[src/rtl/pc_fetch_sequencer_if.sv]
// Instruction-fetch request channel between the PC sequencer and the I-cache.
interface pc_fetch_sequencer_if;
  logic        IReqValid;
  logic        IReqReady;
  logic [31:0] IReqAddr;

  // Sequencer side: issues requests, observes cache acceptance
  modport master (
    output IReqValid,
    output IReqAddr,
    input  IReqReady
  );

  // Cache side: receives requests, signals acceptance
  modport slave (
    input  IReqValid,
    input  IReqAddr,
    output IReqReady
  );
endinterface

[src/rtl/pc_fetch_sequencer.sv]
// Program counter and single-outstanding instruction-fetch sequencer.
// Redirects that arrive while a request waits on the cache are latched and
// applied when that request is accepted.
module pc_fetch_sequencer #(
  parameter logic [31:0] RESET_PC = 32'h0000_0000,
  parameter int unsigned CNT_W    = 16
) (
  input  logic                     clk,
  input  logic                     rst_n,
  input  logic [31:0]              PCTarget,
  input  logic                     PCSrc,
  input  logic                     Stall,
  pc_fetch_sequencer_if.master     ireq,
  output logic [31:0]              PC,
  output logic [31:0]              PCPlus4,
  output logic                     RedirectPending,
  output logic                     Misaligned,
  output logic [CNT_W-1:0]         FetchCount
);

  typedef enum logic [1:0] {StIdle, StFetch, StStall} state_e;

  state_e           state_q, state_d;
  logic [31:0]      pc_q, pc_d;
  logic             pend_q, pend_d;
  logic [31:0]      pend_tgt_q, pend_tgt_d;
  logic             mis_q, mis_d;
  logic [CNT_W-1:0] cnt_q, cnt_d;

  logic [31:0] tgt_aligned;
  logic        fire;

  assign tgt_aligned = {PCTarget[31:2], 2'b00};
  assign fire        = (state_q == StFetch) && ireq.IReqReady;

  // Next-state, next-PC, redirect latch and counter logic
  always_comb begin
    state_d    = state_q;
    pc_d       = pc_q;
    pend_d     = pend_q;
    pend_tgt_d = pend_tgt_q;
    cnt_d      = cnt_q;
    // Every PCSrc is a redirect, whether applied now or latched for later
    mis_d      = PCSrc && (PCTarget[1:0] != 2'b00);

    unique case (state_q)
      StIdle: begin
        state_d = StFetch;
        if (PCSrc) begin
          pc_d   = tgt_aligned;
          pend_d = 1'b0;
        end
      end
      StFetch: begin
        if (fire) begin
          if (PCSrc) begin
            pc_d = tgt_aligned;
          end else if (pend_q) begin
            pc_d = pend_tgt_q;
          end else begin
            pc_d = pc_q + 32'd4;
          end
          pend_d  = 1'b0;
          cnt_d   = cnt_q + CNT_W'(1);
          state_d = Stall ? StStall : StFetch;
        end else if (PCSrc) begin
          // Request must stay stable; newest target wins
          pend_d     = 1'b1;
          pend_tgt_d = tgt_aligned;
        end
      end
      StStall: begin
        if (PCSrc) begin
          pc_d   = tgt_aligned;
          pend_d = 1'b0;
        end
        if (!Stall) begin
          state_d = StFetch;
        end
      end
      default: state_d = StIdle;
    endcase
  end

  // State registers with asynchronous reset
  always_ff @(posedge clk or negedge rst_n) begin
    if (!rst_n) begin
      state_q    <= StIdle;
      pc_q       <= RESET_PC;
      pend_q     <= 1'b0;
      pend_tgt_q <= 32'h0000_0000;
      mis_q      <= 1'b0;
      cnt_q      <= '0;
    end else begin
      state_q    <= state_d;
      pc_q       <= pc_d;
      pend_q     <= pend_d;
      pend_tgt_q <= pend_tgt_d;
      mis_q      <= mis_d;
      cnt_q      <= cnt_d;
    end
  end

  assign ireq.IReqValid = (state_q == StFetch);
  assign ireq.IReqAddr  = pc_q;
  assign PC             = pc_q;
  assign PCPlus4        = pc_q + 32'd4;
  assign RedirectPending = pend_q;
  assign Misaligned     = mis_q;
  assign FetchCount     = cnt_q;

endmodule

[src/flat_wrapper.sv]
// flat-port wrapper written by rule: the top's interface ports become plain ports
module pc_fetch_sequencer_flat 
#(
  parameter logic [31:0] RESET_PC = 32'h0000_0000,
  parameter int unsigned CNT_W    = 16
)
  (clk, rst_n, PCTarget, PCSrc, Stall, PC, PCPlus4, RedirectPending, Misaligned, FetchCount, ireq_IReqValid, ireq_IReqAddr, ireq_IReqReady);
  pc_fetch_sequencer_if ireq_i ();
  input  logic clk;
  input  logic rst_n;
  input  logic [31:0] PCTarget;
  input  logic PCSrc;
  input  logic Stall;
  output logic [31:0] PC;
  output logic [31:0] PCPlus4;
  output logic RedirectPending;
  output logic Misaligned;
  output logic [CNT_W-1:0] FetchCount;
  output wire logic [$bits(ireq_i.IReqValid)-1:0] ireq_IReqValid;
  output wire logic [$bits(ireq_i.IReqAddr)-1:0] ireq_IReqAddr;
  input wire logic [$bits(ireq_i.IReqReady)-1:0] ireq_IReqReady;
  assign ireq_IReqValid = ireq_i.IReqValid;
  assign ireq_IReqAddr = ireq_i.IReqAddr;
  assign ireq_i.IReqReady = ireq_IReqReady;
  pc_fetch_sequencer #(.RESET_PC(RESET_PC), .CNT_W(CNT_W)) u_core (.clk(clk), .rst_n(rst_n), .PCTarget(PCTarget), .PCSrc(PCSrc), .Stall(Stall), .ireq(ireq_i), .PC(PC), .PCPlus4(PCPlus4), .RedirectPending(RedirectPending), .Misaligned(Misaligned), .FetchCount(FetchCount));
endmodule
[config.mk]
export PLATFORM = sky130hd
export DESIGN_NAME = pc_fetch_sequencer_flat
export DESIGN_NICKNAME = d
export VERILOG_FILES = /design/src/rtl/pc_fetch_sequencer_if.sv /design/src/rtl/pc_fetch_sequencer.sv /design/src/flat_wrapper.sv
export SDC_FILE = /design/constraint.sdc
export NUM_CORES = 1
export LEC_CHECK = 0
export ABC_CLOCK_PERIOD_IN_PS = 3890
export CELL_PAD_IN_SITES_DETAIL_PLACEMENT = 2
export CELL_PAD_IN_SITES_GLOBAL_PLACEMENT = 2
export CORE_MARGIN = 1
export CORE_UTILIZATION = 30
export CTS_BUF_LIST = sky130_fd_sc_hd__clkbuf_4 sky130_fd_sc_hd__clkbuf_8 sky130_fd_sc_hd__clkbuf_16
export CTS_CLUSTER_SIZE = 12
export DETAILED_ROUTE_END_ITERATION = 8
export PLACE_DENSITY_LB_ADDON = 0.1
export REMOVE_ABC_BUFFERS = 1
export SKIP_CTS_REPAIR_TIMING = 1
export SYNTH_ARGS = -nofsm -noshare
export SYNTH_HDL_FRONTEND = slang
export SYNTH_SLANG_ARGS = --single-unit
[constraint.sdc]
create_clock -name clk -period 3.89 [get_ports clk]
set_clock_uncertainty 0.2 [all_clocks]
set_input_delay 0.5835 -clock clk [delete_from_list [all_inputs] [get_ports clk]]
set_output_delay 0.5835 -clock clk [all_outputs]
set_load 0.05 [all_outputs]
# After elaboration in Yosys (flattened, before gate mapping)
# Index checks and enable logic that the tools add are counted.
[totals] register_bits=82 elab_cells=39
[classes] reduce_logical=11 n_bitwise=1 eq_ne=6 n_addsub=2 n_mux=13
[ops] op="$mux W32" n=4
[ops] op="$pmux W32 S2" n=1
[ops] op="$add A32 B3 Y32 const B" n=1
[ops] op="$add A16 B1 Y16 const B" n=1
[ops] op="$reduce_and A3 Y1" n=3
[ops] op="$mux W2" n=3
[ops] op="$pmux W2 S3" n=1
[ops] op="$ne A2 B1 Y1 const B" n=2
[ops] op="$reduce_and A2 Y1" n=2
[ops] op="$reduce_bool A2 Y1" n=2
[ops] op="$mux W1" n=3
[ops] op="$ne A3 B2 Y1 const B" n=1
[ops] op="$eq A2 B1 Y1 const B" n=1
[ops] op="$eq A2 B2 Y1 const B" n=1
[ops] op="$logic_and A1 B1 Y1" n=2
[ops] op="$logic_not A2 Y1" n=1
[ops] op="$ne A2 B2 Y1 const B" n=1
[ops] op="$pmux W1 S2" n=1
[ops] op="$reduce_or A2 Y1" n=1
[ops] op="$not A1 Y1" n=1

# Depth between registers and ports, before layout
# Gate-level depths: netlist of the first run.
[depth] depth_word=5 mapped_depth=8 depth_no_buf=6

# Least setup slack after synthesis of the first run
# Ideal clock, no wire load.
[synth_path] path_kind="register -> output" start="register u_core.pc_q[2], in the netlist u_core.PC[2]" end="output PCPlus4[20]" n_path_buf=0 path_stages_with_launch=6 path_slack_ns=0.393 arrival_ns=2.714 t_required_ns=3.107 cell_sequence="dfrtp_1 -> ha_1 -> nand3_1 -> nor4_4 -> or2b_1 -> xnor2_1"
[synth_via] elab_chain_len=1
[synth_rtl] element="start, declared" line="pc_fetch_sequencer.sv:24" rtl="logic [31:0] pc_q, pc_d;"
[synth_rtl] element="start signal, assigned" line="pc_fetch_sequencer.sv:96" rtl="pc_q <= pc_d;"
[synth_rtl] element="$add A32 B3 Y32" line="pc_fetch_sequencer.sv:107" rtl="assign PCPlus4 = pc_q + 32'd4;"
[synth_rtl] element="end, declared" line="flat_wrapper.sv:15" rtl="output logic [31:0] PCPlus4;"
# Every way passes these cells.

# Worst setup path after layout of the first run
[layout_path] start="register u_core.pc_q[2], in the netlist u_core.PC[2]" end="output PCPlus4[16]"
# The elaborated chain is that of the path after synthesis.

==> metrics.txt, run 1 <==
share of cells above drive strength 1=roughly 14%; routed wire length=15.3 mm; Cell Area, Placed=roughly 0.0061 mm2; largest net degree at the start of global routing=55; DIE AREA=0.0161 mm2; Yosys top cell by area=dfrtp_1; wire per inst=around 19 um; ant diodes=0; TritonRoute pass-1 iters=4; Placer Congestion=0.780; multiplexer share of the synthesized area=9.16%; yosys warns=0; RSZ-0062 raised after global routing=false; origin of the critical flop-to-flop path=u_core.PC[2]; Bufs on Longest Clock Path=2; number of enable flip-flop cells after synthesis=0; number of global-route vias before repair=4,555; Crit Path Max Fanout=7; Initial Util=between 30% and 40%; die width=~130 um; cells on worst reg2reg path=6; Total Routing Usage GR=20.2%; drt drc=0; # H-tree levels=3; synthesized netlist cell count=just under 500; Core Area=0.0152 mm2; Setup TNS=0 ns; Adder-Cell Fraction of Synth Area=0.536%; number of clock sinks=80; CTS clock-pin slew for the worst setup and hold paths=0.06 ns; pwr/cell area=792 mW/mm2; Fill cells=1,666; slew margin rel.=49.6%; largest family of logic cells by synthesized area=simple AND/OR/NAND/NOR gates; list of most frequent post-synthesis cells=dfrtp_1 (80), buf_4 (38), a21oi_1 (35); most common cell in the netlist=dfrtp_1; final setup fails=0; CP endpoint=PCPlus4[16]; row cnt=between 40 and 50; total power=5.06 mW; CTS Buf Count=9; Area contributors post-synth=dfrtp_1 (43%), mux2_2 (7.2%), buf_4 (6.1%); Die H=127 um; via count=4,010; Critical R2R Capture=u_core.PC[24]; post-synthesis average cell area=9.71 um2; CTS tree=built; via/cell ratio=5.10; fin crit period=between 3 and 4 ns; Worst Setup End Kind=output port; ys async rst share=100%; Crit path required time=3.11 ns; final net count=633; Iteration-0 DRC Markers=111; Worst-Margin Slew=0.755 ns; synth unique cells=52; MaxCap Viol Count=0; Worst Setup SP=u_core.PC[2]; placed wire-length estimate=between 10 and 15 mm; ANT nets after route=0; Synth Area in Simple Gates=around 17%; FF+latch count, synth=80; largest vdd supply drop=between 0.3 and 0.4 mV; CP Class=reg2out; fin util=42.0%; worst min path class=in2async; Post-Synth XOR/XNOR Area=roughly 8.1%; total gr overflow=0; Worst EP arrival=2.92 ns; Final Hold Vio Count=0; post-synthesis sequential area ratio=a little over two fifths; Buffers on Ports=145; period utilization=95.3%; Slew Limit Fails=0; first-pass GRT wire length=25.0 mm; initial antenna violation count=0; multi-input logic area=0.00227 mm2; I/O pin total=~150; Area Overhead vs Synth=36.7%; max frequency=270 MHz; WHS=0.0940 ns; Mapped Area=0.00467 mm2; flop2flop setup slack=1.19 ns; status=finished clean; CTS Root Cell=clkbuf_16; Synth Area in Compound Gates=12.4%; clk_lat worst skew=0.35 ns; fin area=approximately 0.0064 mm2; Synth top area share=42.9%; startpoint types=flip-flop; leakage power=2.66 nW; register area=0.00200 mm2; Main synth FF type=dfrtp_1
## routing by layer
| metal | vias up | GRT usage (%) | wire length (um) |
|---|---|---|---|
| met4 | 0 | 4.62 | 136 |
| met1 | 2019 | 24.8 | 6820 |
| met2 | 98 | 35.0 | 7520 |
| met3 | 12 | 5.95 | 779 |
| li1 | 1881 | - | - |
| met5 | - | 0 | 0 |
## report_power, final
group          internal (mW)  total (mW)  switching [mW]
registers               1.06        1.40           0.340
clock network          0.530       0.888           0.358
logic                  0.926        2.77            1.85
## cell type report
cell class | count | share of cell area [%]
clock buffer | 11 | 3.96
clock inverter | 5 | 0.863
inverter | 14 | 0.824
multi-input combinational | 331 | 35.5
sequential | 80 | 31.4
tap | 188 | 3.69
timing repair buffer | 158 | 23.8
## cell families after synthesis
logic type | Yosys count
AO/OA/AOI/OAI | 94
XOR/XNOR | 43
adder cells (fa/ha/maj) | 2
buffers and inverters | 75
flip-flops | 80
multiplexers | 39
other | 1
AND/OR/NAND/NOR | 147
## per-stage QoR
stage | setup WS (ns) | instances
final | 0.183 | 787
after floorplan | -0.503 | 425
after global placement | 0.571 | 771
after global routing | 0.00347 | 787
after detailed placement | 0.527 | 771
after CTS | 0.113 | 787
## worst max-delay path, stage by stage (launching register included)
cell and delay, ns:
dfrtp_1 0.49, ha_1 0.24, nand3_1 0.34, nor4_1 0.40
xor2_1 0.23, clkdlybuf4s50_1 0.87
## state kept, by name, summed over array words and instances, names as in the netlist
name                    count
u_core.FetchCount          16
u_core.Misaligned           1
u_core.PC                  30
u_core.RedirectPending      1
u_core.pend_tgt_q          30
u_core.state_q              2
## worst min path at each step
stage / start / end / slack, ns
after detailed placement: u_core.FetchCount[15] / u_core.FetchCount[15] / 0.27
after floorplan: rst_n / u_core.FetchCount[0] / 0.09
final: rst_n / u_core.pend_tgt_q[22] / 0.09
after global routing: rst_n / u_core.pend_tgt_q[22] / 0.15
after CTS: rst_n / u_core.pend_tgt_q[22] / 0.14
after global placement: u_core.FetchCount[15] / u_core.FetchCount[15] / 0.26
## cell usage in the layout, fill, tap and decap left out, types with 2 or more instances in the layout
| cell type | Yosys | routed |
|---|---|---|
| clkinvlp_4 | 0 | 2 |
| nand2_1 | 34 | 34 |
| o22ai_1 | 18 | 18 |
| ha_1 | 2 | 2 |
| o211ai_1 | 3 | 3 |
| clkdlybuf4s50_1 | 0 | 130 |
| buf_4 | 38 | 27 |
| nor2b_1 | 4 | 3 |
| nor4_1 | 3 | 3 |
| nor4_4 | 2 | 2 |
| mux2i_1 | 9 | 9 |
| xnor2_1 | 29 | 29 |
| clkbuf_8 | 0 | 2 |
| mux2_2 | 30 | 30 |
| nand3b_1 | 2 | 2 |
| a31oi_1 | 7 | 7 |
| nor2_1 | 29 | 28 |
| nand2b_1 | 5 | 5 |
| dfrtp_1 | 80 | 79 |
| nor3_1 | 7 | 7 |
| inv_1 | 14 | 14 |
| o31ai_1 | 2 | 2 |
| o31a_1 | 7 | 7 |
| and4_1 | 4 | 4 |
| nand3_1 | 26 | 26 |
| a21o_1 | 4 | 4 |
| conb_1 | 1 | 6 |
| xor2_1 | 14 | 14 |
| nand4_4 | 2 | 2 |
| clkbuf_16 | 0 | 9 |
| and3_1 | 13 | 13 |
| nand4_1 | 6 | 6 |
| a21oi_1 | 35 | 35 |
| o21ai_0 | 8 | 8 |
| clkinv_2 | 0 | 2 |
No activity file was read; power rests on OpenSTA's default activity.
==> run 2, diff against run 1 <==
--- a/config.mk
+++ b/config.mk
@@ -6,6 +6,7 @@
 export NUM_CORES = 1
 export LEC_CHECK = 0
 export ABC_CLOCK_PERIOD_IN_PS = 3890
+export CAP_MARGIN = 20
 export CELL_PAD_IN_SITES_DETAIL_PLACEMENT = 2
 export CELL_PAD_IN_SITES_GLOBAL_PLACEMENT = 2
 export CORE_MARGIN = 1
==> results of run 2 <==
The final DEF is identical to that of run 1; final timing and power are the same.
